### src/rtl/pipe_ctrl_pkg.sv
// pipe_ctrl_pkg: shared definitions for the pipeline hazard controller.
//   pend_state_e      : redirect tracking FSM state (IDLE / PEND)
//   STG_*             : pipeline register indices (PC .. MEM/WB)
//   DEF_*             : default stage count and flush stage positions
package pipe_ctrl_pkg;

   typedef enum logic {
      IDLE = 1'b0,
      PEND = 1'b1
   } pend_state_e;

   localparam int STG_PC     = 0;
   localparam int STG_IFID   = 1;
   localparam int STG_IDEXE  = 2;
   localparam int STG_EXEMEM = 3;
   localparam int STG_MEMWB  = 4;

   localparam int DEF_NSTAGE  = 5;
   localparam int DEF_BR_STG  = STG_IFID;
   localparam int DEF_EXC_STG = STG_EXEMEM;

endpackage

### src/rtl/pipe_hazard_ctrl_if.sv
// pipe_hazard_ctrl_if: request/response bundle between the pipeline and the
// hazard controller.
//   requests  (master -> slave): exc_req, redirect_req, stall_req[NSTAGE],
//                                icache_busy, dcache_busy
//   responses (slave -> master): stage_wr[NSTAGE], stage_flush[NSTAGE],
//                                icache_flush, dcache_flush, wb_diswr,
//                                redirect_pending, stall_cnt[CNT_W],
//                                stall_timeout
interface pipe_hazard_ctrl_if
   import pipe_ctrl_pkg::*;
#(
   parameter int NSTAGE = DEF_NSTAGE,
   parameter int CNT_W  = 8
) ();

   logic              exc_req;
   logic              redirect_req;
   logic [NSTAGE-1:0] stall_req;
   logic              icache_busy;
   logic              dcache_busy;

   logic [NSTAGE-1:0] stage_wr;
   logic [NSTAGE-1:0] stage_flush;
   logic              icache_flush;
   logic              dcache_flush;
   logic              wb_diswr;
   logic              redirect_pending;
   logic [CNT_W-1:0]  stall_cnt;
   logic              stall_timeout;

   modport master (
      output exc_req, redirect_req, stall_req, icache_busy, dcache_busy,
      input  stage_wr, stage_flush, icache_flush, dcache_flush, wb_diswr,
             redirect_pending, stall_cnt, stall_timeout
   );

   modport slave (
      input  exc_req, redirect_req, stall_req, icache_busy, dcache_busy,
      output stage_wr, stage_flush, icache_flush, dcache_flush, wb_diswr,
             redirect_pending, stall_cnt, stall_timeout
   );

endinterface

### src/rtl/stall_watchdog.sv
// stall_watchdog: counts consecutive stall cycles and flags a timeout.
//   clk, resetn   : clock, synchronous active-low reset
//   stall_cyc     : this cycle is a stall cycle (count), else clear
//   stall_cnt     : saturating consecutive-stall counter
//   stall_timeout : sticky once the count reaches TIMEOUT, cleared with count
module stall_watchdog #(
   parameter int CNT_W   = 8,
   parameter int TIMEOUT = 200
) (
   input  logic             clk,
   input  logic             resetn,
   input  logic             stall_cyc,
   output logic [CNT_W-1:0] stall_cnt,
   output logic             stall_timeout
);

   logic [CNT_W-1:0] cnt_nxt;

   always_comb begin
      cnt_nxt = '0;
      if (stall_cyc) cnt_nxt = (&stall_cnt) ? stall_cnt : stall_cnt + CNT_W'(1);
   end

   always_ff @(posedge clk) begin
      if (!resetn) begin
         stall_cnt     <= '0;
         stall_timeout <= 1'b0;
      end else begin
         stall_cnt     <= cnt_nxt;
         // sticky within a stall run, dropped on the first clearing cycle
         stall_timeout <= stall_cyc & (stall_timeout | (32'(cnt_nxt) >= TIMEOUT));
      end
   end

endmodule

### src/rtl/pipe_hazard_ctrl.sv
// pipe_hazard_ctrl: pipeline stall/flush arbiter.
//   clk, resetn : clock, synchronous active-low reset
//   bus         : pipe_hazard_ctrl_if slave (hazard requests in,
//                 per-stage write/flush controls and watchdog status out)
// Priority: exception > cache hold > stall at/after the branch stage >
// redirect > stall before the branch stage > run. A redirect that cannot be
// applied is parked in PEND and retried until it gets through.
module pipe_hazard_ctrl
   import pipe_ctrl_pkg::*;
#(
   parameter int NSTAGE  = DEF_NSTAGE,
   parameter int BR_STG  = DEF_BR_STG,
   parameter int EXC_STG = DEF_EXC_STG,
   parameter int CNT_W   = 8,
   parameter int TIMEOUT = 200
) (
   input  logic               clk,
   input  logic               resetn,
   pipe_hazard_ctrl_if.slave  bus
);

   pend_state_e       state;
   logic              hold, stall_any, stall_hi, eff_redir;
   int                k;
   logic [NSTAGE-1:0] wr_c, flush_c;
   logic              icf_c, dcf_c, diswr_c;

   // highest stalled stage index
   always_comb begin
      k = 0;
      for (int i = 0; i < NSTAGE; i++)
         if (bus.stall_req[i]) k = i;
   end

   assign hold      = bus.icache_busy | bus.dcache_busy;
   assign stall_any = |bus.stall_req;
   assign stall_hi  = stall_any && (k >= BR_STG);
   assign eff_redir = bus.redirect_req | (state == PEND);

   always_comb begin
      wr_c    = '1;
      flush_c = '0;
      icf_c   = 1'b0;
      dcf_c   = 1'b0;
      diswr_c = 1'b0;
      if (!resetn) begin
         wr_c    = '0;
         diswr_c = 1'b1;
      end else if (bus.exc_req) begin
         for (int i = 1; i <= EXC_STG && i < NSTAGE; i++) flush_c[i] = 1'b1;
         icf_c = 1'b1;
         dcf_c = 1'b1;
      end else if (hold) begin
         wr_c    = '0;
         diswr_c = 1'b1;
      end else if (stall_hi || (stall_any && !eff_redir)) begin
         // freeze 0..k, bubble into k+1 (drops off the end when k is last)
         for (int i = 0; i < NSTAGE; i++) begin
            wr_c[i]    = (i > k);
            flush_c[i] = (i == k + 1);
         end
      end else if (eff_redir) begin
         flush_c[BR_STG] = 1'b1;
         icf_c           = 1'b1;
      end
      flush_c[0] = 1'b0;
   end

   always_ff @(posedge clk) begin
      if (!resetn)                state <= IDLE;
      else if (bus.exc_req)       state <= IDLE;
      else if (hold)              begin if (bus.redirect_req) state <= PEND; end
      else if (stall_hi)          begin if (eff_redir) state <= PEND; end
      else if (eff_redir)         state <= IDLE;
   end

   assign bus.stage_wr         = wr_c;
   assign bus.stage_flush      = flush_c;
   assign bus.icache_flush     = icf_c;
   assign bus.dcache_flush     = dcf_c;
   assign bus.wb_diswr         = diswr_c;
   assign bus.redirect_pending = (state == PEND);

   stall_watchdog #(.CNT_W(CNT_W), .TIMEOUT(TIMEOUT)) u_wdog (
      .clk           (clk),
      .resetn        (resetn),
      .stall_cyc     ((hold | stall_any) & ~bus.exc_req),
      .stall_cnt     (bus.stall_cnt),
      .stall_timeout (bus.stall_timeout)
   );

endmodule

### src/flat_wrapper.sv
// flat-port wrapper written by rule: the top's interface ports become plain ports
module pipe_hazard_ctrl_flat import pipe_ctrl_pkg::*;
#(
   parameter int NSTAGE  = DEF_NSTAGE,
   parameter int BR_STG  = DEF_BR_STG,
   parameter int EXC_STG = DEF_EXC_STG,
   parameter int CNT_W   = 8,
   parameter int TIMEOUT = 200
)
  (clk, resetn, bus_exc_req, bus_redirect_req, bus_stall_req, bus_icache_busy, bus_dcache_busy, bus_stage_wr, bus_stage_flush, bus_icache_flush, bus_dcache_flush, bus_wb_diswr, bus_redirect_pending, bus_stall_cnt, bus_stall_timeout);
  pipe_hazard_ctrl_if #(.NSTAGE(NSTAGE), .CNT_W(CNT_W)) bus_i ();
  input  logic clk;
  input  logic resetn;
  input wire logic [$bits(bus_i.exc_req)-1:0] bus_exc_req;
  input wire logic [$bits(bus_i.redirect_req)-1:0] bus_redirect_req;
  input wire logic [$bits(bus_i.stall_req)-1:0] bus_stall_req;
  input wire logic [$bits(bus_i.icache_busy)-1:0] bus_icache_busy;
  input wire logic [$bits(bus_i.dcache_busy)-1:0] bus_dcache_busy;
  output wire logic [$bits(bus_i.stage_wr)-1:0] bus_stage_wr;
  output wire logic [$bits(bus_i.stage_flush)-1:0] bus_stage_flush;
  output wire logic [$bits(bus_i.icache_flush)-1:0] bus_icache_flush;
  output wire logic [$bits(bus_i.dcache_flush)-1:0] bus_dcache_flush;
  output wire logic [$bits(bus_i.wb_diswr)-1:0] bus_wb_diswr;
  output wire logic [$bits(bus_i.redirect_pending)-1:0] bus_redirect_pending;
  output wire logic [$bits(bus_i.stall_cnt)-1:0] bus_stall_cnt;
  output wire logic [$bits(bus_i.stall_timeout)-1:0] bus_stall_timeout;
  assign bus_i.exc_req = bus_exc_req;
  assign bus_i.redirect_req = bus_redirect_req;
  assign bus_i.stall_req = bus_stall_req;
  assign bus_i.icache_busy = bus_icache_busy;
  assign bus_i.dcache_busy = bus_dcache_busy;
  assign bus_stage_wr = bus_i.stage_wr;
  assign bus_stage_flush = bus_i.stage_flush;
  assign bus_icache_flush = bus_i.icache_flush;
  assign bus_dcache_flush = bus_i.dcache_flush;
  assign bus_wb_diswr = bus_i.wb_diswr;
  assign bus_redirect_pending = bus_i.redirect_pending;
  assign bus_stall_cnt = bus_i.stall_cnt;
  assign bus_stall_timeout = bus_i.stall_timeout;
  pipe_hazard_ctrl #(.NSTAGE(NSTAGE), .BR_STG(BR_STG), .EXC_STG(EXC_STG), .CNT_W(CNT_W), .TIMEOUT(TIMEOUT)) u_core (.clk(clk), .resetn(resetn), .bus(bus_i));
endmodule
### config.mk
export PLATFORM = sky130hd
export DESIGN_NAME = pipe_hazard_ctrl_flat
export DESIGN_NICKNAME = d
export VERILOG_FILES = /design/src/rtl/pipe_ctrl_pkg.sv /design/src/rtl/pipe_hazard_ctrl_if.sv /design/src/rtl/stall_watchdog.sv /design/src/rtl/pipe_hazard_ctrl.sv /design/src/flat_wrapper.sv
export SDC_FILE = /design/constraint.sdc
export NUM_CORES = 1
export LEC_CHECK = 0
export ABC_AREA = 1
export BUFFER_PORTS_ARGS = -buffer_cell sky130_fd_sc_hd__buf_4
export CORE_UTILIZATION = 46
export CTS_CLUSTER_SIZE = 12
export DETAILED_ROUTE_END_ITERATION = 7
export GPL_ROUTABILITY_DRIVEN = 0
export GPL_TIMING_DRIVEN = 0
export PLACE_DENSITY = 0.87
export SLEW_MARGIN = 5
export SYNTH_ARGS = -nofsm -noshare
export SYNTH_HDL_FRONTEND = slang
export SYNTH_HIERARCHICAL = 1
export SYNTH_SLANG_ARGS = --single-unit
### constraint.sdc
create_clock -name clk -period 2 [get_ports clk]
set_clock_uncertainty 0.15 [all_clocks]
set_input_delay 0.1 -clock clk [delete_from_list [all_inputs] [get_ports clk]]
set_output_delay 0.1 -clock clk [all_outputs]
set_load 0.005 [all_outputs]
Word level (Yosys, flattened, before mapping)
Index checks and enable logic that the tools add are counted.
{"block": "word_totals", "regBits": 10, "latch_bits": 0, "ramBits": 0, "romBits": 0, "elab_cells": 68, "memories": 0}
{"block": "op_classes", "add_sub_neg": 2, "mul": 0, "n_div": 0, "magnitude_cmp": 7, "eq_ne": 5, "n_shift": 0, "n_mux": 33, "bitwise": 8, "reduce_logical": 10}
{"operator": "32-bit 2-to-1 mux", "count": 3}
{"operator": "3-bit by 32-bit == test with 1-bit output, first input constant", "count": 2}
{"operator": "3-bit by 32-bit greater-than comparator with 1-bit output, first input constant", "count": 2}
{"operator": "32-bit by 2-bit adder with 32-bit output, second input constant", "count": 1}
{"operator": "2-bit by 32-bit == test with 1-bit output, first input constant", "count": 1}
{"operator": "4-bit by 32-bit == test with 1-bit output, first input constant", "count": 1}
{"operator": "32-bit by 2-bit greater-or-equal comparator with 1-bit output, second input constant", "count": 1}
{"operator": "1-bit by 32-bit greater-than comparator with 1-bit output, first input constant", "count": 1}
{"operator": "2-bit by 32-bit greater-than comparator with 1-bit output, first input constant", "count": 1}
{"operator": "4-bit by 32-bit greater-than comparator with 1-bit output, first input constant", "count": 1}
{"operator": "32-bit logical NOT", "count": 1}
{"operator": "5-bit 2-to-1 mux", "count": 6}
{"operator": "1-bit 2-to-1 mux", "count": 20}
{"operator": "8-bit 2-to-1 mux", "count": 2}
{"operator": "8-bit by 1-bit adder with 8-bit output, second input constant", "count": 1}
{"operator": "8-bit greater-or-equal comparator, second input constant", "count": 1}
{"operator": "8-bit AND reduction", "count": 1}
{"operator": "3-bit 2-to-1 mux", "count": 2}
{"operator": "5-bit OR reduction", "count": 1}
{"operator": "1-bit bitwise OR", "count": 4}
{"operator": "1-bit bitwise AND", "count": 2}
{"operator": "1-bit logical AND", "count": 2}
{"operator": "2-bit != test, second input constant", "count": 1}
{"operator": "1-bit inverter", "count": 2}
{"operator": "other kinds (5)", "count": 5}

Logic depth before layout (Yosys ltp)
Gate-level depths: netlist of run 1.
{"block": "logic_depth", "ltp_word": 11, "mapped_depth": 9, "depth_no_buf": 9}

Cells and area by module
The synthesis of run 1 kept the hierarchy.
{"mod": "stall_watchdog", "instances": 1, "cells_each": 74, "area_each_um2": 503.0, "seq_area_each_um2": 180.2}
{"mod": "pipe_hazard_ctrl", "instances": 1, "cells_each": 46, "area_each_um2": 290.3, "seq_area_each_um2": 20.0}

Worst setup path before layout of run 1
OpenSTA, ideal clock, no wires.
{"block": "synth_path", "path_kind": "register to register", "start": "reg u_core.u_wdog.stall_cnt[1]", "end": "reg u_core.u_wdog.stall_timeout", "arrival_time_ns": 1.204, "required_ns": 1.783, "slack_ns": 0.579, "path_stages_with_launch": 10, "cell_sequence": "dfxtp_1 > ha_1 > nand2_2 > nor2_4 > nand2_4 > nand3_1 > nand2_1 > nand3_2 > nand2_1 > a21oi_2"}
{"block": "synth_between", "elab_chain_cells": 6, "word_cells_on_any_way": 7, "cone_classes": "add/sub (1); order compare (1); mux (2); bitwise (2); reduce/logical (1)"}
{"element": "start, declared", "line": "stall_watchdog.sv:13", "rtl": "output logic [CNT_W-1:0] stall_cnt,"}
{"element": "start signal, assigned", "line": "stall_watchdog.sv:29", "rtl": "stall_cnt <= cnt_nxt;"}
{"element": "8-bit by 1-bit adder with 8-bit output / 8-bit AND reduction (equally long branches)", "line": "stall_watchdog.sv:21", "rtl": "if (stall_cyc) cnt_nxt = (&stall_cnt) ? stall_cnt : stall_cnt + CNT_W'(1);"}
{"element": "8-bit 2-to-1 mux (*) (2 in series)", "line": "stall_watchdog.sv:21"}
{"element": "8-bit greater-or-equal comparator (*)", "line": "stall_watchdog.sv:31", "rtl": "stall_timeout <= stall_cyc & (stall_timeout | (32'(cnt_nxt) >= TIMEOUT));"}
{"element": "1-bit bitwise OR (*)", "line": "stall_watchdog.sv:31"}
{"element": "1-bit bitwise AND (*)", "line": "stall_watchdog.sv:31"}
{"element": "end signal, assigned", "line": "stall_watchdog.sv:31"}
{"element": "end, declared", "line": "stall_watchdog.sv:14", "rtl": "output logic stall_timeout"}
Mark *: on every way between the ends. The rest lies on a longest branch, timed or not.
A chain may end at the register's enable or synchronous reset.

Worst setup path after layout of run 1
Ends and elaborated chain as after synthesis.

==> impl_summary.log, run 1 <==
INFO  metric crit_family = simple AND/OR/NAND/NOR gates
INFO  metric outcome = complete, no violations
INFO  metric ys.warnings.count = 6
INFO  metric detailedRoute.firstPassIterationCount = 4
INFO  metric detailedPlacementHpwl = 1490 µm
INFO  metric final-setup-viol-count = 0
INFO  metric setup_repair_after_global_routing_missed_its_margin = false
INFO  metric antenna_violations_before_repair = 0
INFO  metric topRoutingLayerUsed = met3
INFO  metric ys_types = 25
INFO  metric die_width = 43.5 µm
INFO  metric io_pins = 34
INFO  metric post_synth.cell_area_avg = 6.61 µm²
INFO  metric clock_tree_sinks = 10
INFO  metric final.period_utilization = 0.770
INFO  metric max_cap_violations = 0
INFO  metric met3WireLength = 79 µm
INFO  metric start_util = 0.509
INFO  metric fin_setup_tns = 0 ps
INFO  metric arrival_time_of_the_worst_setup_path = 1580 ps
INFO  metric final_layout_size_suffix_gt1_frac = 0.426
INFO  metric max_stage_delay_cell_worst_path = sky130_fd_sc_hd__dfxtp_1
INFO  metric ordered_cell_list_for_the_critical_path = ha_1, nand2_2, nor2_4, nand2_4, nand3_1, nand2_1, nand3_2, nand2_1, a21oi_2
INFO  metric wirelength_met1 = 699 µm
INFO  metric yosys-top-cells-area = sky130_fd_sc_hd__dfxtp_1 25%, sky130_fd_sc_hd__inv_1 9.9%, sky130_fd_sc_hd__nand2_1 9.5%
INFO  metric synth_seq_cells = 10
INFO  metric design_area = 0.00108 mm²
INFO  metric slowest_delay = 380 ps
INFO  metric final_util = 0.690
INFO  metric grt.overflow.total = 0
INFO  metric cp_startpoint_kind = register
INFO  metric port_buffers = 32
INFO  metric cp_common_cell = sky130_fd_sc_hd__nand2_1
INFO  metric postRouteWirelength = 1700 µm
INFO  metric synthesis.area = 793 µm²
INFO  metric worst_setup_path_end_kind = register
INFO  metric wl_met2 = 924 µm
INFO  metric post_cts.resized_instances = 0
INFO  metric cts.repair_timing.setup_buffer_count = 0
INFO  metric cell_accounting_for_the_most_synthesized_area = sky130_fd_sc_hd__dfxtp_1
INFO  metric cp_max_fo = 7
INFO  metric finalHoldWorstSlack = 8.68 ps
INFO  metric dieArea = 0.00189 mm²
INFO  metric tritoncts_buffers = 3
INFO  metric ys_seq_area_frac = 0.252
INFO  metric drc = 0
INFO  metric clock_pin_transition_on_the_worst_setup_and_hold_timing_paths = 60 ps
INFO  metric drv_slew = 0
INFO  metric vias = 818
INFO  metric grt_start_max_net_pins = 10
INFO  metric postSynthCellCount = 120
INFO  metric die_y = 43.5 µm
INFO  metric tritoncts_clock_tree = yes
INFO  metric finalCriticalPeriod = 1540 ps
INFO  metric post-synth-top-area-fraction = 0.252
INFO  metric p_leak = 0.621 nW
INFO  metric worstPathRequired = 2040 ps
INFO  metric antenna_left = 0
INFO  metric clockRootBuffer = sky130_fd_sc_hd__clkbuf_4
INFO  metric finalHoldViolCount = 0
INFO  metric grt_pass1_vias = 717
INFO  metric vias_per_cell = 4.78
INFO  metric wl_per_cell = 9.96 µm
INFO  metric initialDrtViolationCount = 9
INFO  metric ctsHoldBuffers = 0
INFO  metric area_overhead_of_the_layout_relative_to_synthesis = 35.6%
INFO  metric detailed_place.area = 0.00105 mm²
INFO  metric worst-path-buf-inv = 0
INFO  metric fmax = 0.650 GHz
INFO  metric n_antenna_cell = 0
INFO  metric grt_pass1_wl = 2730 µm
INFO  metric clock_path_buffers = 2
INFO  metric min_path_type = input pin to register
INFO  metric global_route.usage.total = 0.195
INFO  metric core = 0.00156 mm²
INFO  metric timing.setup.critical_path_class = register to register
INFO  metric num_rows = 14
INFO  metric cts.htree.levels = 1
INFO  metric largest_voltage_drop_on_the_vdd_net = 334 µV
INFO  metric cellPowerDensity = 399 mW/mm²
INFO  metric worst_skew_pair.late_latency = 250 ps
INFO  metric synth.net_count = 132
INFO  metric fin_nets = 169
## cell usage after synthesis (all sizes together)
cell,n
o211ai,2
conb,1
dfxtp,10
buf,1
o21bai,1
nand3,13
nor3,1
a31oi,1
ha,1
nand4,2
a21oi,4
inv,27
nand2,30
nor2,19
o21ai,6
clkinv,1
## stage by stage
step	std cells	setup WS (ps)	power [W]
final	171	461	0.000430
after global routing	171	339	0.000457
after CTS	171	453	0.000436
after detailed placement	168	472	0.000307
after global placement	168	497	0.000304
after floorplan	120	579	0.000257
## kinds of logic (layout without fill, tap and decap cells)
group / Yosys count / in the layout / share of synthesized area
and+or+nand+nor: 65 / 65 / 0.467
buffers and inverters: 29 / 64 / 0.142
AOI/OAI and AO/OA: 14 / 14 / 0.118
DFF: 10 / 10 / 0.252
adders and majority gates: 1 / 1 / 0.0158
other: 1 / 1 / 0.00473
## flip-flops by register name (all words and copies together), names as in the netlist
register / flops
u_core/u_wdog/stall_timeout: 1
u_core/u_wdog/stall_cnt: 8
u_core/bus.redirect_pending: 1
## report_power, final
part           internal [W]  switching, W
Sequential         0.000202    0.00000249
Combinational     0.0000471     0.0000503
Clock             0.0000690     0.0000588
## metal layers
metal / vias to the layer above / global-route usage
li1: 438 / -
met1: 353 / 0.201
met2: 27 / 0.370
met3: 0 / 0.0417
met4: 0 / 0.0938
met5: - / 0
## worst register-to-register path: cells and delay by family, from the launching register on
kind	cells	cell delay, ps
AOI/OAI and AO/OA	1	100
adders and majority gates	1	210
DFF	1	380
and+or+nand+nor	7	640
## cell type report
class | count | area (µm²)
inverter | 28 | 105
multi-input combinational | 81 | 480
sequential | 10 | 200
fill | 139 | 483
tap | 16 | 20.0
buffer | 1 | 7.51
clock buffer | 3 | 22.5
timing repair buffer | 32 | 240
## placed cells by master, fill, tap and decap left out
cell type and count:
sky130_fd_sc_hd__buf_4 33, sky130_fd_sc_hd__inv_1 21, sky130_fd_sc_hd__nand2_1 20, sky130_fd_sc_hd__nor2_1 13
sky130_fd_sc_hd__nand3_1 10, sky130_fd_sc_hd__dfxtp_1 10, sky130_fd_sc_hd__nand2_2 7, sky130_fd_sc_hd__inv_2 6
sky130_fd_sc_hd__clkbuf_4 3, sky130_fd_sc_hd__nor2_4 3, sky130_fd_sc_hd__nand2_4 3, sky130_fd_sc_hd__o21ai_2 3
sky130_fd_sc_hd__nand3_2 3, sky130_fd_sc_hd__a21oi_1 3, sky130_fd_sc_hd__o21ai_1 3, sky130_fd_sc_hd__nand4_1 2
sky130_fd_sc_hd__o211ai_1 2, sky130_fd_sc_hd__nor2_2 2, sky130_fd_sc_hd__nor2_8 1, sky130_fd_sc_hd__a31oi_1 1
sky130_fd_sc_hd__nor3_2 1, sky130_fd_sc_hd__conb_1 1, sky130_fd_sc_hd__o21bai_1 1, sky130_fd_sc_hd__clkinv_1 1
sky130_fd_sc_hd__a21oi_2 1, sky130_fd_sc_hd__ha_1 1
## final timing paths
| check | start | end | slack, ps | depth (start not counted) |
|---|---|---|---|---|
| worst max-delay path | u_core/u_wdog/stall_cnt[1]$_SDFF_PN0_ | u_core/u_wdog/stall_timeout$_SDFF_PN0_ | 460 | 9 |
| worst min-delay path | resetn | u_core/u_wdog/stall_cnt[4]$_SDFF_PN0_ | 9 | 3 |
| worst max register to register | u_core/u_wdog/stall_cnt[1]$_SDFF_PN0_ | u_core/u_wdog/stall_timeout$_SDFF_PN0_ | 460 | 9 |
| worst min register to register | u_core/u_wdog/stall_timeout$_SDFF_PN0_ | u_core/u_wdog/stall_timeout$_SDFF_PN0_ | 320 | 2 |
(Power assumes the default switching activity.)
==> run 2, diff against run 1 <==
- clock period: 2 -> 1.5 ns (I/O delays scaled with it)
==> run 2 against run 1 <==
Against the previous run:
- worst hold slack better by 11 ps
- final area is 5.9% higher
- critical path depth stayed put
- flip-flop and latch count is the same
- total power rose by 35%
- die area unchanged
- cell count increased by 1.8%
- sequential power grew 33%
- combinational power grew 40%
- fmax is 8.3% higher
- highest routed layer is now met4
==> impl_summary.log, run 2 (synthesized netlist as in run 1, its figures left out) <==
INFO  metric clockRootBuffer = sky130_fd_sc_hd__clkbuf_4
INFO  metric post-layout-total-power = 0.000578 W (+35%)
INFO  metric number_of_flip_flops_in_the_largest_register = 8 (unchanged)
INFO  metric topRoutingLayerUsed = met4
INFO  metric post-route-worst-setup-slack = 77.9 ps (-383 ps)
INFO  metric clock_pin_transition_on_the_worst_setup_and_hold_timing_paths = 60 ps (about the same)
INFO  metric cp_max_fo = 6 (-1)
INFO  metric cts.htree.levels = 1 (unchanged)
INFO  metric finalCriticalPeriod = 1420 ps (-117 ps)
INFO  metric vias = 849 (+3.8%)
INFO  metric fin_nets = 172 (+1.8%)
INFO  metric timing.hold.worst.start = resetn
INFO  metric met3WireLength = 89 µm (+13%)
INFO  metric grt.overflow.total = 0 (unchanged)
INFO  metric num_rows = 14 (unchanged)
INFO  metric multi_input_comb_area = 508 µm² (+5.7%)
INFO  metric antenna_left = 0 (unchanged)
INFO  metric postRouteWirelength = 1860 µm (+9.5%)
INFO  metric wl_per_cell = 10.7 µm (+7.6%)
INFO  metric min_to = u_core/u_wdog/stall_timeout$_SDFF_PN0_
INFO  metric final_cell_mix = 34 x sky130_fd_sc_hd__buf_4, 21 x sky130_fd_sc_hd__inv_1, 18 x sky130_fd_sc_hd__nand2_1, 13 x sky130_fd_sc_hd__nor2_1, 9 x sky130_fd_sc_hd__nand3_1
INFO  metric grt_start_max_net_pins = 10 (unchanged)
INFO  metric worst-path-buf-inv = 0 (unchanged)
INFO  metric drv_slew = 0 (unchanged)
INFO  metric grt_pass1_vias = 729 (+1.7%)
INFO  metric detailedRoute.firstPassIterationCount = 4 (unchanged)
INFO  metric min_path_type = input pin to register
INFO  metric core = 0.00156 mm² (unchanged)
INFO  metric initialDrtViolationCount = 21 (+12)
INFO  metric timing.hold.worst_path_depth = 3 (unchanged)
INFO  metric worst_setup_path_end_kind = register
INFO  metric wl_met2 = 1030 µm (+11%)
INFO  metric tritoncts_buffers = 3 (unchanged)
INFO  metric fmax = 0.703 GHz (+8.3%)
INFO  metric timing_worst_slew_pin_value = 511 ps
INFO  metric area_overhead_of_the_layout_relative_to_synthesis = 43.7%
INFO  metric regToRegStartpoint = u_core/u_wdog/stall_cnt[0]$_SDFF_PN0_
INFO  metric final_common_cell = sky130_fd_sc_hd__buf_4
INFO  metric finalHoldViolCount = 0 (unchanged)
INFO  metric max_stage_delay_cell_worst_path = sky130_fd_sc_hd__dfxtp_4
INFO  metric drc = 0 (unchanged)
INFO  metric final_layout_size_suffix_gt1_frac = 0.468 (+0.0425)
INFO  metric worst_skew_pair.late_latency = 250 ps (about the same)
INFO  metric port_buffers = 32 (unchanged)
INFO  metric outcome = complete, no violations
INFO  metric crit_family = simple AND/OR/NAND/NOR gates
INFO  metric ordered_cell_list_for_the_critical_path = ha_4, nand2_4, nor2_4, nand2_4, nand3_1, nand2_1, nand3_2, nand2_1, a21oi_2
INFO  metric rr_endpoint = u_core/u_wdog/stall_timeout$_SDFF_PN0_
INFO  metric n_antenna_cell = 0 (unchanged)
INFO  metric worstPathRequired = 1540 ps (-500 ps)
INFO  metric register_bank_with_the_most_flops = u_core/u_wdog/stall_cnt
INFO  metric final.period_utilization = 0.948 (+0.178)
INFO  metric vias_per_cell = 4.88 (+2.0%)
INFO  metric dieArea = 0.00189 mm² (unchanged)
INFO  metric clock_path_buffers = 2 (unchanged)
INFO  metric max_slew_margin = 0.658
INFO  metric detailedPlacementHpwl = 1490 µm (unchanged)
INFO  metric global_route.usage.total = 0.198 (+0.00260)
INFO  metric arrival_time_of_the_worst_setup_path = 1460 ps (-120 ps)
INFO  metric worst_r2r_path_depth = 9 (unchanged)
INFO  metric worst-r2r-setup-slack = 80 ps (-380 ps)
INFO  metric max_cap_violations = 0 (unchanged)
INFO  metric nFillCells = 127 (-8.6%)
INFO  metric wirelength_met1 = 736 µm (+5.3%)
INFO  metric slowest_delay = 370 ps (about the same)
INFO  metric p_leak = 0.657 nW (+5.9%)
INFO  metric largest_voltage_drop_on_the_vdd_net = 443 µV (+33%)
INFO  metric place_ws = -28.0 ps (-500 ps)
INFO  metric grt_pass1_wl = 2770 µm (+1.5%)
INFO  metric clock_tree_sinks = 10 (unchanged)
INFO  metric io_pins = 34 (unchanged)
INFO  metric cp_startpoint_kind = register
INFO  metric die_width = 43.5 µm (unchanged)
INFO  metric die_y = 43.5 µm (unchanged)
INFO  metric start_util = 0.509 (unchanged)
INFO  metric antenna_violations_before_repair = 0 (unchanged)
INFO  metric tritoncts_clock_tree = yes
INFO  metric timing.setup.critical_path_class = register to register
INFO  metric final-seq-area = 209 µm² (+4.4%)
INFO  metric critPathLaunch = u_core/u_wdog/stall_cnt[0]$_SDFF_PN0_
INFO  metric final-setup-viol-count = 0 (unchanged)
INFO  metric cellPowerDensity = 507 mW/mm² (+27%)
run 2: cell types whose count changed in the layout (fill, tap and decap cells not counted), moves of 2 or more:
cell / previous run / this run
sky130_fd_sc_hd__nand2_1: 20 / 18
sky130_fd_sc_hd__dfxtp_1: 10 / 7
sky130_fd_sc_hd__dfxtp_4: 0 / 2
sky130_fd_sc_hd__dlygate4sd3_1: 0 / 2
run 2: how the worst max path moves through the flow:
| stage | to | cells past startpoint |
|---|---|---|
| global placement | u_core/u_wdog/stall_timeout$_SDFF_PN0_ | 9 |
| global route | u_core/u_wdog/stall_timeout$_SDFF_PN0_ | 9 |
| finish | u_core/u_wdog/stall_timeout$_SDFF_PN0_ | 9 |
| CTS | u_core/u_wdog/stall_timeout$_SDFF_PN0_ | 9 |
| floorplan | u_core/u_wdog/stall_timeout$_SDFF_PN0_ | 9 |
| detailed placement | u_core/u_wdog/stall_timeout$_SDFF_PN0_ | 9 |
run 2: report_power, final:
| part | total [W] | leakage, nW | internal, W | switching [W] |
|---|---|---|---|---|
| Combinational | 0.000136 | 0.561 | 0.0000672 | 0.0000683 |
| Clock | 0.000170 | 0.0138 | 0.0000919 | 0.0000780 |
| Sequential | 0.000273 | 0.0829 | 0.000268 | 0.00000483 |
run 2: worst reg2reg max path, cell delays in order (launching register included):
cell and delay [ps]:
sky130_fd_sc_hd__dfxtp_4 370, sky130_fd_sc_hd__ha_4 150, sky130_fd_sc_hd__nand2_4 70, sky130_fd_sc_hd__nor2_4 130
sky130_fd_sc_hd__nand2_4 80, sky130_fd_sc_hd__nand3_1 70, sky130_fd_sc_hd__nand2_1 70, sky130_fd_sc_hd__nand3_2 100
sky130_fd_sc_hd__nand2_1 60, sky130_fd_sc_hd__a21oi_2 100
run 2: layout make-up:
class / count / share of cell area
timing repair buffer: 35 / 0.235
inverter: 28 / 0.0922
tap: 16 / 0.0176
clock buffer: 3 / 0.0198
buffer: 1 / 0.00659
sequential: 10 / 0.183
multi-input combinational: 81 / 0.446
run 2: what timing repair did:
action	4_1_cts	5_1_grt
resized for setup	2	9
hold buffers	2	0
setup endpoints to repair	1	1
hold endpoints to repair	4	0
setup buffers	0	1
pin swaps	0	4
run 2: per-layer routing:
metal	GRT usage	up-vias
met1	0.201	372
met4	0.0938	0
met3	0.0417	2
met5	0	-
met2	0.379	29
li1	-	446
run 2: stage by stage:
| stage | utilization | TNS (ps) | std cells | area [µm²] | hold WS (ps) |
|---|---|---|---|---|---|
| 4_1_cts | 0.705 | 0 | 173 | 1100 | 8.04 |
| 2_1_floorplan | - | 0 | 120 | 793 | 24.7 |
| 5_1_grt | 0.731 | -8.17 | 174 | 1140 | 11.9 |
| 3_5_place_dp | 0.676 | -28.0 | 168 | 1050 | 247 |
| 6_report | 0.731 | 0 | 174 | 1140 | 19.3 |
| 3_3_place_gp | 0.676 | -2.61 | 168 | 1050 | 231 |
==> run 3, diff against run 2 <==
- PLACE_DENSITY: 0.87 -> 0.78
==> run 3 against run 2 <==
Against the previous run:
- total power rose by 13%
- global-route usage rose by 2.0 points
- core utilization rose by 3.4 points
- combinational power rose by 4%
- routed wire length rose by 5.8%
- critical endpoint unchanged
- largest power group unchanged
==> impl_summary.log, run 3 (synthesized netlist as in run 1, its figures left out) <==
INFO  metric met3WireLength = 103 µm (+16%)
INFO  metric topRoutingLayerUsed = met4
INFO  metric post-route-worst-setup-slack = 15.0 ps (-62.9 ps)
INFO  metric clock_tree_sinks = 10 (unchanged)
INFO  metric worst_setup_path_end_kind = register
INFO  metric vias = 895 (+5.4%)
INFO  metric io_pins = 34 (unchanged)
INFO  metric timing.hold.worst_path_depth = 3 (unchanged)
INFO  metric fin_nets = 174 (+1.2%)
INFO  metric regToRegStartpoint = u_core/u_wdog/stall_cnt[0]$_SDFF_PN0_
INFO  metric outcome = complete, no violations
INFO  metric arrival_time_of_the_worst_setup_path = 1530 ps (+70 ps)
INFO  metric detailedRoute.firstPassIterationCount = 4 (unchanged)
INFO  metric timing_worst_slew_pin_value = 542 ps (+30.6 ps)
INFO  metric worstPathRequired = 1540 ps (about the same)
INFO  metric final_layout_size_suffix_gt1_frac = 0.509 (+0.0410)
INFO  metric register_bank_with_the_most_flops = u_core/u_wdog/stall_cnt
INFO  metric number_of_flip_flops_in_the_largest_register = 8 (unchanged)
INFO  metric timing.hold.worst.start = resetn
INFO  metric max_slew_margin = 0.637 (-0.0205)
INFO  metric dieArea = 0.00189 mm² (unchanged)
INFO  metric vias_per_cell = 5.06 (+3.6%)
INFO  metric worst-r2r-setup-slack = 20 ps (-60 ps)
INFO  metric fin_setup_tns = 0 ps (unchanged)
INFO  metric core = 0.00156 mm² (unchanged)
INFO  metric antenna_left = 0 (unchanged)
INFO  metric cp_startpoint_kind = register
INFO  metric n_antenna_cell = 0 (unchanged)
INFO  metric nFillCells = 119 (-6.3%)
INFO  metric cts.htree.levels = 1 (unchanged)
INFO  metric drc = 0 (unchanged)
INFO  metric max_cap_violations = 0 (unchanged)
INFO  metric fmax = 0.673 GHz (-4.2%)
INFO  metric grt_pass1_wl = 3050 µm (+10%)
INFO  metric grt_start_max_net_pins = 10 (unchanged)
INFO  metric worst_r2r_path_depth = 9 (unchanged)
INFO  metric start_util = 0.509 (unchanged)
INFO  metric detailedPlacementHpwl = 1440 µm (-3.2%)
INFO  metric num_rows = 14 (unchanged)
INFO  metric final-setup-viol-count = 0 (unchanged)
INFO  metric final_cell_mix = 36 x sky130_fd_sc_hd__buf_4, 21 x sky130_fd_sc_hd__inv_1, 17 x sky130_fd_sc_hd__nand2_1, 12 x sky130_fd_sc_hd__nor2_1, 9 x sky130_fd_sc_hd__nand2_2
INFO  metric grt.overflow.total = 0 (unchanged)
INFO  metric postRouteWirelength = 1970 µm (+5.8%)
INFO  metric clock_pin_transition_on_the_worst_setup_and_hold_timing_paths = 70 ps (about the same)
INFO  metric worst_skew_pair.late_latency = 260 ps (about the same)
INFO  metric final.period_utilization = 0.990 (+0.0420)
INFO  metric die_y = 43.5 µm (unchanged)
INFO  metric max_stage_delay_cell_worst_path = sky130_fd_sc_hd__dfxtp_2
INFO  metric finalHoldViolCount = 0 (unchanged)
INFO  metric tritoncts_clock_tree = yes
INFO  metric wl_met2 = 1010 µm (-1.5%)
INFO  metric wl_per_cell = 11.1 µm (+4.1%)
INFO  metric number_of_standard_cells_in_the_final_layout_excluding_fillers = 177 (+1.7%)
INFO  metric area_overhead_of_the_layout_relative_to_synthesis = 50.3%
INFO  metric setup_repair_after_global_routing_missed_its_margin = true
INFO  metric ordered_cell_list_for_the_critical_path = buf_4, inv_1, nor2_2, nand3_1, nand3_2, nand2_2, nand3_2, nand2_1, a21oi_2
INFO  metric post-place-cells = 168 (unchanged)
INFO  metric worst-path-buf-inv = 2 (+2)
INFO  metric p_leak = 0.683 nW (+3.9%)
INFO  metric cp_common_cell = sky130_fd_sc_hd__nand3_2
INFO  metric global_route.usage.total = 0.217 (+0.0197)
INFO  metric clockRootBuffer = sky130_fd_sc_hd__clkbuf_4
INFO  metric initialDrtViolationCount = 29 (+38%)
INFO  metric final_common_cell = sky130_fd_sc_hd__buf_4
INFO  metric path_length_in_cells_of_the_critical_path = 9 (unchanged)
INFO  metric slowest_delay = 360 ps (about the same)
INFO  metric largest_voltage_drop_on_the_vdd_net = 391 µV (-12%)
INFO  metric min_to = u_core/u_wdog/stall_timeout$_SDFF_PN0_
INFO  metric die_width = 43.5 µm (unchanged)
INFO  metric drv_slew = 0 (unchanged)
INFO  metric cellPowerDensity = 549 mW/mm² (+8.2%)
INFO  metric crit_family = simple AND/OR/NAND/NOR gates
INFO  metric finalCriticalPeriod = 1480 ps (+62.9 ps)
INFO  metric grt_pass1_vias = 775 (+6.3%)
INFO  metric timing.setup.critical_path_class = register to register
INFO  metric wirelength_met1 = 811 µm (+10%)
INFO  metric cp_max_fo = 3 (-3)
INFO  metric antenna_violations_before_repair = 0 (unchanged)
INFO  metric final-seq-area = 205 µm² (-1.8%)
INFO  metric port_buffers = 32 (unchanged)
INFO  metric tritoncts_buffers = 3 (unchanged)
INFO  metric clock_path_buffers = 2 (unchanged)
INFO  metric place_ws = -39.5 ps (-11.4 ps)
INFO  metric multi_input_comb_area = 536 µm² (+5.4%)
INFO  metric min_path_type = input pin to register
INFO  metric rr_endpoint = u_core/u_wdog/stall_timeout$_SDFF_PN0_
## run 3: cell types whose count changed in the layout (fill, tap and decap cells not counted), sizes merged
cell	change
buf	+2
clkbuf	+1
## run 3: area by class of cell
class / instances / share of cell area
Timing Repair Buffer: 37 / 0.237
Clock buffer: 4 / 0.0304
Buffer: 1 / 0.00630
Sequential cell: 10 / 0.172
Multi-Input combinational cell: 81 / 0.449
Inverter: 28 / 0.0881
Tap cell: 16 / 0.0168
## run 3: what timing repair did
action                                 4_1_cts  5_1_grt
endpoints found under the hold margin        4        0
setup endpoints to repair                    1        1
resized for setup                            3       13
hold buffers                                 2        0
setup buffers                                1        2
pin swaps                                    0        5
## run 3: worst max-delay path by stage
stage                                          startpoint                                endpoint  slack [ps]
floorplan           u_core/u_wdog/stall_cnt[1]$_SDFF_PN0_  u_core/u_wdog/stall_timeout$_SDFF_PN0_          80
global placement    u_core/u_wdog/stall_cnt[1]$_SDFF_PN0_  u_core/u_wdog/stall_timeout$_SDFF_PN0_         -10
detailed placement  u_core/u_wdog/stall_cnt[1]$_SDFF_PN0_  u_core/u_wdog/stall_timeout$_SDFF_PN0_         -40
CTS                 u_core/u_wdog/stall_cnt[0]$_SDFF_PN0_  u_core/u_wdog/stall_timeout$_SDFF_PN0_           8
global route        u_core/u_wdog/stall_cnt[0]$_SDFF_PN0_  u_core/u_wdog/stall_timeout$_SDFF_PN0_         -40
finish              u_core/u_wdog/stall_cnt[0]$_SDFF_PN0_  u_core/u_wdog/stall_timeout$_SDFF_PN0_          20
## run 3: worst register-to-register path, stage by stage (launching register included)
cell and delay (ps):
sky130_fd_sc_hd__dfxtp_2 360, sky130_fd_sc_hd__buf_4 140, sky130_fd_sc_hd__inv_1 70, sky130_fd_sc_hd__nor2_2 180, sky130_fd_sc_hd__nand3_1 110, sky130_fd_sc_hd__nand3_2 90, sky130_fd_sc_hd__nand2_2 60, sky130_fd_sc_hd__nand3_2 100
sky130_fd_sc_hd__nand2_1 60, sky130_fd_sc_hd__a21oi_2 100
## run 3: layer usage
metal | up-vias | track usage
li1 | 450 | -
met1 | 400 | 0.246
met2 | 40 | 0.370
met3 | 5 | 0.0333
met4 | 0 | 0.156
met5 | - | 0
## run 3: power by group
group / switching [W] / total, W / internal [W]
Clock: 0.0000917 / 0.000239 / 0.000147
Sequential: 0.00000356 / 0.000273 / 0.000270
Combinational: 0.0000721 / 0.000142 / 0.0000700
## run 3: stage by stage
stage	util	power [W]	area [µm²]	hold slack [ps]
after CTS	0.720	0.000655	1120	11.6
after detailed placement	0.676	0.000409	1050	246
after global routing	0.765	0.000696	1190	18.0
after floorplan	-	0.000343	793	24.7
after global placement	0.676	0.000406	1050	232
final	0.765	0.000654	1190	21.0
